$ cat src/rtl/mdio_responder.sv
// Clause 22 MDIO management responder with a small register file, clocked entirely on clk.
// Define MDIO_PREAMBLE_SUPPRESS_EN to accept a start of frame without the 32-bit preamble.
module mdio_responder #(
    parameter logic [4:0]  PHY_ADDR   = 5'd1,
    parameter logic [15:0] STATUS_VAL = 16'h796D,
    parameter logic [15:0] PHY_ID1    = 16'h0022,
    parameter logic [15:0] PHY_ID2    = 16'h1622
) (
    input  logic        clk,
    input  logic        rst,
    input  logic        mdio_mdc,
    input  logic        mdio_in,
    output logic        mdio_out,
    output logic        mdio_oen,
    output logic        wr_strobe,
    output logic [4:0]  wr_addr,
    output logic [15:0] wr_data,
    output logic        soft_rst,
    output logic        frame_err
);
    typedef enum logic [3:0] {
        StIdle, StSt, StOp, StPhyad, StRegad, StTa, StWdata, StRdata, StSkip
    } state_e;

    logic [2:0]  mdc_sync_q;
    logic [1:0]  mdi_sync_q;
    logic        rise, fall, bit_in, pre_ok;
    state_e      state_q, state_d;
    logic [4:0]  fidx_q, fidx_d;
    logic [5:0]  pre_cnt_q, pre_cnt_d;
    logic [15:0] shreg_q, shreg_d;
    logic        is_read_q, is_read_d, phy_match_q, phy_match_d, ta1_q, ta1_d;
    logic [4:0]  reg_addr_q, reg_addr_d;
    logic        drive_q, drive_d, out_q, out_d;
    logic        commit, err_d, soft_clr;
    logic [4:0]  field5;
    logic [1:0]  op_bits;
    logic [15:0] commit_data, rd_mux;
    logic [14:0] reg0_q;
    logic [15:0] regs_q [4:31];
    logic        wr_strobe_q, soft_rst_q, frame_err_q;
    logic [4:0]  wr_addr_q;
    logic [15:0] wr_data_q;

    always_ff @(posedge clk) begin
        if (rst) begin
            mdc_sync_q <= 3'b000;
            mdi_sync_q <= 2'b11;
        end else begin
            mdc_sync_q <= {mdc_sync_q[1:0], mdio_mdc};
            mdi_sync_q <= {mdi_sync_q[0], mdio_in};
        end
    end

    assign rise        = mdc_sync_q[1] & ~mdc_sync_q[2];
    assign fall        = ~mdc_sync_q[1] & mdc_sync_q[2];
    assign bit_in      = mdi_sync_q[1];
    assign field5      = {shreg_q[3:0], bit_in};
    assign op_bits     = {shreg_q[0], bit_in};
    assign commit_data = {shreg_q[14:0], bit_in};
    assign soft_clr    = commit && (reg_addr_q == 5'd0) && commit_data[15];

`ifdef MDIO_PREAMBLE_SUPPRESS_EN
    assign pre_ok = 1'b1;
`else
    assign pre_ok = (pre_cnt_q == 6'd32);
`endif

    // State register.
    always_ff @(posedge clk) begin
        if (rst) state_q <= StIdle;
        else     state_q <= state_d;
    end

    // Next state; fidx_q is the frame bit index (ST=0..DATA=31) of the bit being sampled.
    always_comb begin
        state_d = state_q;
        if (rise) begin
            unique case (state_q)
                StIdle:  if (!bit_in && pre_ok) state_d = StSt;
                StSt:    state_d = bit_in ? StOp : StIdle;
                StOp:    if (fidx_q == 5'd3)
                             state_d = (op_bits == 2'b10 || op_bits == 2'b01) ? StPhyad : StSkip;
                StPhyad: if (fidx_q == 5'd8) state_d = StRegad;
                StRegad: if (fidx_q == 5'd13) state_d = phy_match_q ? StTa : StSkip;
                StTa:    if (fidx_q == 5'd15)
                             state_d = is_read_q ? StRdata :
                                       (ta1_q && !bit_in) ? StWdata : StSkip;
                StWdata, StRdata, StSkip: if (fidx_q == 5'd31) state_d = StIdle;
                default: state_d = StIdle;
            endcase
        end
    end

    // Datapath and pad control.
    always_comb begin
        fidx_d      = fidx_q;
        pre_cnt_d   = pre_cnt_q;
        shreg_d     = shreg_q;
        is_read_d   = is_read_q;
        phy_match_d = phy_match_q;
        reg_addr_d  = reg_addr_q;
        ta1_d       = ta1_q;
        drive_d     = drive_q;
        out_d       = out_q;
        commit      = 1'b0;
        err_d       = 1'b0;
        if (rise) begin
            fidx_d = fidx_q + 5'd1;
            unique case (state_q)
                StIdle: begin
                    fidx_d = 5'd1;
                    if (bit_in) pre_cnt_d = (pre_cnt_q == 6'd32) ? pre_cnt_q : pre_cnt_q + 6'd1;
                    else        pre_cnt_d = 6'd0;
                end
                StOp: begin
                    shreg_d   = commit_data;
                    is_read_d = (op_bits == 2'b10);
                end
                StPhyad: begin
                    shreg_d     = commit_data;
                    phy_match_d = (field5 == PHY_ADDR);
                end
                StRegad: begin
                    shreg_d = commit_data;
                    if (fidx_q == 5'd13) begin
                        reg_addr_d = field5;
                        shreg_d    = rd_mux;
                    end
                end
                StTa: begin
                    if (fidx_q == 5'd14) ta1_d = bit_in;
                    if (fidx_q == 5'd15 && !is_read_q && !(ta1_q && !bit_in)) err_d = 1'b1;
                end
                StWdata: begin
                    shreg_d = commit_data;
                    if (fidx_q == 5'd31) commit = 1'b1;
                end
                default: ;
            endcase
        end
        if (fall) begin
            drive_d = 1'b0;
            out_d   = 1'b1;
            if (state_q == StTa && is_read_q && fidx_q == 5'd15) begin
                drive_d = 1'b1;
                out_d   = 1'b0;
            end else if (state_q == StRdata) begin
                drive_d = 1'b1;
                out_d   = shreg_q[15];
                shreg_d = {shreg_q[14:0], 1'b0};
            end
        end
    end

    always_ff @(posedge clk) begin
        if (rst) begin
            fidx_q      <= 5'd0;
            pre_cnt_q   <= 6'd0;
            shreg_q     <= 16'd0;
            is_read_q   <= 1'b0;
            phy_match_q <= 1'b0;
            reg_addr_q  <= 5'd0;
            ta1_q       <= 1'b0;
            drive_q     <= 1'b0;
            out_q       <= 1'b1;
        end else begin
            fidx_q      <= fidx_d;
            pre_cnt_q   <= (state_d == StIdle) ? pre_cnt_d : 6'd0;
            shreg_q     <= shreg_d;
            is_read_q   <= is_read_d;
            phy_match_q <= phy_match_d;
            reg_addr_q  <= reg_addr_d;
            ta1_q       <= ta1_d;
            drive_q     <= drive_d;
            out_q       <= out_d;
        end
    end

    always_comb begin
        case (field5)
            5'd0:    rd_mux = {1'b0, reg0_q};
            5'd1:    rd_mux = STATUS_VAL;
            5'd2:    rd_mux = PHY_ID1;
            5'd3:    rd_mux = PHY_ID2;
            default: rd_mux = regs_q[field5];
        endcase
    end

    // Regs 1-3 are constants; a reg0 write with bit15 set restores every RW register.
    always_ff @(posedge clk) begin
        if (rst || soft_clr) begin
            reg0_q <= 15'h1140;
            for (int i = 4; i < 32; i++) regs_q[i] <= 16'd0;
        end else if (commit) begin
            if (reg_addr_q == 5'd0)       reg0_q <= commit_data[14:0];
            else if (reg_addr_q >= 5'd4)  regs_q[reg_addr_q] <= commit_data;
        end
    end

    always_ff @(posedge clk) begin
        if (rst) begin
            wr_strobe_q <= 1'b0;
            soft_rst_q  <= 1'b0;
            frame_err_q <= 1'b0;
            wr_addr_q   <= 5'd0;
            wr_data_q   <= 16'd0;
        end else begin
            wr_strobe_q <= commit;
            soft_rst_q  <= soft_clr;
            frame_err_q <= err_d;
            if (commit) begin
                wr_addr_q <= reg_addr_q;
                wr_data_q <= commit_data;
            end
        end
    end

    assign mdio_oen  = ~drive_q;
    assign mdio_out  = out_q;
    assign wr_strobe = wr_strobe_q;
    assign wr_addr   = wr_addr_q;
    assign wr_data   = wr_data_q;
    assign soft_rst  = soft_rst_q;
    assign frame_err = frame_err_q;
endmodule

$ cat config.mk
export PLATFORM = sky130hd
export DESIGN_NAME = mdio_responder
export DESIGN_NICKNAME = d
export VERILOG_FILES = /design/src/rtl/mdio_responder.sv
export SDC_FILE = /design/constraint.sdc
export NUM_CORES = 1
export LEC_CHECK = 0
export ABC_CLOCK_PERIOD_IN_PS = 3400
export CELL_PAD_IN_SITES_DETAIL_PLACEMENT = 0
export CELL_PAD_IN_SITES_GLOBAL_PLACEMENT = 1
export CORE_MARGIN = 3
export CORE_UTILIZATION = 48
export DETAILED_ROUTE_END_ITERATION = 12
export GPL_TIMING_DRIVEN = 1
export PLACE_DENSITY = 0.8
export SLEW_MARGIN = 5
export SYNTH_ARGS = -nofsm -noshare
export SYNTH_HDL_FRONTEND = slang
export SYNTH_SLANG_ARGS = --single-unit
$ cat constraint.sdc
create_clock -name clk -period 3.4 [get_ports clk]
set_input_delay 0.68 -clock clk [delete_from_list [all_inputs] [get_ports clk]]
set_output_delay 0.68 -clock clk [all_outputs]
set_load 0.01 [all_outputs]
* After elaboration in Yosys (flattened, before gate mapping) *
Memory sizes are Yosys's and may differ from the RTL's. A register that Yosys moved wholly into a read port is not among the register bits.
Index checks and enable logic that the tools add are counted.

operators by class
  add/subtract/negate cells = 2
  $lt $le $gt $ge = 1
  eq/ne operators = 21
  muxes and demuxes = 42
  bitwise gates (word level) = 8
  reduce and logical (&&, ||, !) cells = 28

operator list
  operator               count
  $mux W16               6
  $pmux W16 S4           1
  $mux W4                11
  $pmux W16 S2           1
  $pmux W4 S7            1
  $eq A5 B4 Y1 const B   4
  $eq A4 B3 Y1 const B   4
  $mux W1                16
  $reduce_or A16 Y1      1
  $eq A5 B2 Y1 const B   3
  $mux W5                3
  $mux W6                2
  $logic_not A5 Y1       2
  $reduce_and A3 Y1      3
  $reduce_or A3 Y1       3
  $eq A4 B2 Y1 const B   2
  $logic_and A1 B1 Y1    8
  $logic_not A4 Y1       2
  $add A6 B1 Y6 const B  1
  $eq A6 B6 Y1 const B   1
  $not A1 Y1             6
  $reduce_and A2 Y1      3
  $add A5 B1 Y5 const B  1
  $eq A5 B1 Y1 const B   1
  other kinds (12)       16

word-level totals
  register bits = 85
  memory bits (writable) = 448
  output and inout bits = 26
  word-level logic and storage cells = 121
  memories kept = 1

memory list
  memory  depth  width  rd ports  clocked after Yosys merged registers in  wr ports  line  text
  regs_q  28     16     1         1                                        28        40    logic [15:0] regs_q [4:31];

* Logic depth before layout (Yosys ltp) *
  depth after elaboration = 11
  depth in mapped cells = 16
  mapped depth without buffers = 9

* Worst setup path after synthesis *
Ideal clock, no wire load.

  path kind = reg2reg
  from = register fidx_q[0]
  to = memory regs_q[9][0], enable pin
  arrival time = 3.014 ns
  data required time = 2.989 ns
  slack = -0.025 ns
  stages on the path, launching flop included = 9
  clock period less this slack = 3.425 ns
  path through = dfxtp_1 ha_1 and3_1 ha_1 nand4_1 nor3_2 nand3b_1 clkbuf_1 o21ai_0

RTL lines
  element                 line  text
  start, declared         29    logic [4:0] fidx_q, fidx_d;
  start signal, assigned  168   fidx_q <= fidx_d;
  end, declared           40

==> metrics.yaml <==
nets: 2148
startpoint: "fidx_q[0]"
slew_viol_final: 0
yosys.area.top_type: "edfxtp_1"
hold_violations: 0
yosys_warnings: 0
vias_per_cell: 5.85
hold_start: "mdi_sync_q[0]"
synth_common_cells: "edfxtp_1, and2_1, clkbuf_1, nand2_1, nor3_1"
drcViolationCount: 0
first_iter_violations: 1758
worstSetupStartpointType: "flop"
clock-sinks: 597
synth_flop_cell: "edfxtp_1"
synth.area.top_cells: "edfxtp_1, and2_1, mux4_2"
core_area_sq_um: 56700
synth_cells: 2055
status: "completed"
antenna_found_initial: 2
portBuffers: 29
fin_setup_tns_ps: 0
cts_root_buf: "clkbuf_16"
grt_max_degree: 53
min_to: "mdi_sync_q[1]"
synth_async_sr_flop_share: 0
power.density_nw_per_um2: 488
dieArea_sq_um: 60600
worstHoldPathType: "flop to flop"
hold_buffers: 0
cts_buffer_depth: 3
synth_seq_cells: 597
syn_to_final_growth_pct: 11.9
synth.distinct_cells: 81
die_x_um: 246
drt-pass1-iter-count: 6
gp_congestion: 0.904
wl_um: 70500
wire_per_inst_um: 24.1
yosysMostFrequentCell: "edfxtp_1"
fin_ws_ps: 318
rsz0062_at_grt: "false"
grt_pass1_vias: 17000
max_slew_margin: 0.385
finalSetupViolCount: 0
dp_slack_ps: 87.4
grt-ovfl-total: 0
syn_area_sq_um: 27700
finalCritPeriodShare: 0.906
initial_core_util: 0.488
final_area_sq_um: 31000
io_pins: 30
drive_above_1_share: 0.143
clock_latency_ps: 630
grt_pass1_wl_um: 106000
n_antenna_cell: 0
tightest_slew_ps: 921
timing.fmax_mhz: 325
holdWs_ps: 443
final_core_util: 0.546
tritoncts: "yes"
r2r_slack_ps: 320
holdPathStages: 1
clock_skew_ps: 15.8
crit_path_max_fanout: 30
worstSetupPathType: "flop to flop"
postSynthAreaPerCell_sq_um: 13.5
drv_cap: 0
vias: 17100
vdd_drop_max_mv: 0.392
arrival_ps: 3570
cts_buffers: 61
cts_max_level: 2
rr_worst_depth: 9
fin_crit_ps: 3080
grt_use_total: 0.235
synth_edf_count: 512
place_area_sq_um: 29100
yosysTopAreaCellShare: 0.556
leakagePower_nw: 10.9
r2r-end: "regs_q[25][7]"
ant_nets: 0
required_ps: 3890
core.rowCount: 87
r2r-start: "fidx_q[0]"
critPathCaptureType: "flop"
dpl.hpwl_um: 45200
die_h_um: 246
yosysSeqAreaShare: 0.617
path_clk_slew_ps: 70
## metrics by stage
stage / power [mW] / std cells
after floorplan: 8.71 / 2118
after global placement: 8.91 / 2825
after detailed placement: 8.93 / 2825
after CTS: 15.2 / 2931
after global routing: 15.5 / 2931
final: 15.1 / 2931
## layout make-up
cell class,instances,area (sq um)
tap,756,946
sequential,597,17100
clock buffer,77,1610
timing repair buffer,150,1280
fill,4579,25700
clock inverter,29,241
multi-input combinational,1309,9750
inverter,13,48.8
## where the power goes
group / internal (mW) / switching, mW / total, mW
registers: 8.13 / 0.0744 / 8.21
clock network: 3.61 / 2.73 / 6.34
logic: 0.221 / 0.348 / 0.569
## state kept, by name (all words and copies together), names as in the netlist, 2 cells and up
| signal | flops |
|---|---|
| mdc_sync_q | 3 |
| reg_addr_q | 5 |
| pre_cnt_q | 6 |
| reg0_q | 15 |
| wr_data | 16 |
| fidx_q | 5 |
| wr_addr | 5 |
| state_q | 4 |
| regs_q | 512 |
| shreg_q | 16 |
| mdi_sync_q | 2 |
## cells by family (layout without fill, tap and decap cells)
group | after synthesis | in the layout | share of synthesized area
DFF | 597 | 597 | 0.617
and+or+nand+nor | 778 | 778 | 0.154
buffers and inverters | 212 | 269 | 0.0397
adders and majority gates | 12 | 12 | 0.00543
xor gates and xnor gates | 7 | 7 | 0.00222
AOI/OAI and AO/OA | 256 | 256 | 0.0573
muxes | 192 | 192 | 0.124
other | 1 | 64 | 0.000136
## critical path: stages, from the launching register on
cell	delay, ps
dfxtp_1	420
ha_1	220
and3_1	200
ha_1	250
nand4_1	190
nor3_2	330
nand3b_1	110
buf_4	290
nor2_1	710
and2_1	240
## layer usage
metal | wire [um] | global-route usage | vias to the layer above
li1 | - | - | 7683
met1 | 29200 | 0.323 | 8649
met2 | 33600 | 0.377 | 679
met3 | 5460 | 0.0442 | 130
met4 | 2190 | 0.0799 | 0
met5 | 0 | 0 | -
## placed cells by master (no fill, tap or decap), types with 15 or more instances in the layout
| cell type | Yosys | layout |
|---|---|---|
| nand3_1 | 23 | 23 |
| o21ai_0 | 56 | 28 |
| and2_1 | 365 | 365 |
| o21ai_1 | 2 | 30 |
| a211oi_1 | 16 | 16 |
| clkbuf_16 | 0 | 62 |
| nor2b_1 | 18 | 18 |
| a22oi_1 | 24 | 24 |
| mux2i_1 | 69 | 69 |
| clkbuf_1 | 139 | 15 |
| nor2_1 | 84 | 83 |
| conb_1 | 1 | 64 |
| mux4_2 | 76 | 76 |
| nand2_1 | 121 | 121 |
| a21oi_1 | 95 | 94 |
| clkdlybuf4s50_1 | 0 | 28 |
| edfxtp_1 | 512 | 512 |
| nor3_1 | 100 | 100 |
| clkinv_1 | 0 | 16 |
| dfxtp_1 | 85 | 81 |
| buf_4 | 11 | 114 |
| mux4_1 | 33 | 33 |
## what timing repair did
| item | 4_1_cts | 5_1_grt |
|---|---|---|
| hold endpoints to repair | 0 | 0 |
| resized for setup | 0 | 2 |
| setup buffers | 0 | 0 |
| setup endpoints to repair | 0 | 337 |
## how the worst max path moves through the flow
stage                      to  slack [ps]  depth (start not counted)
2_1_floorplan    regs_q[9][0]         -30                          8
3_3_place_gp   regs_q[15][15]         190                         10
3_5_place_dp   regs_q[25][11]          90                          9
4_1_cts        regs_q[25][12]          70                          9
5_1_grt        regs_q[25][10]          10                          9
6_report        regs_q[25][7]         320                          9
(Power assumes the default switching activity.)
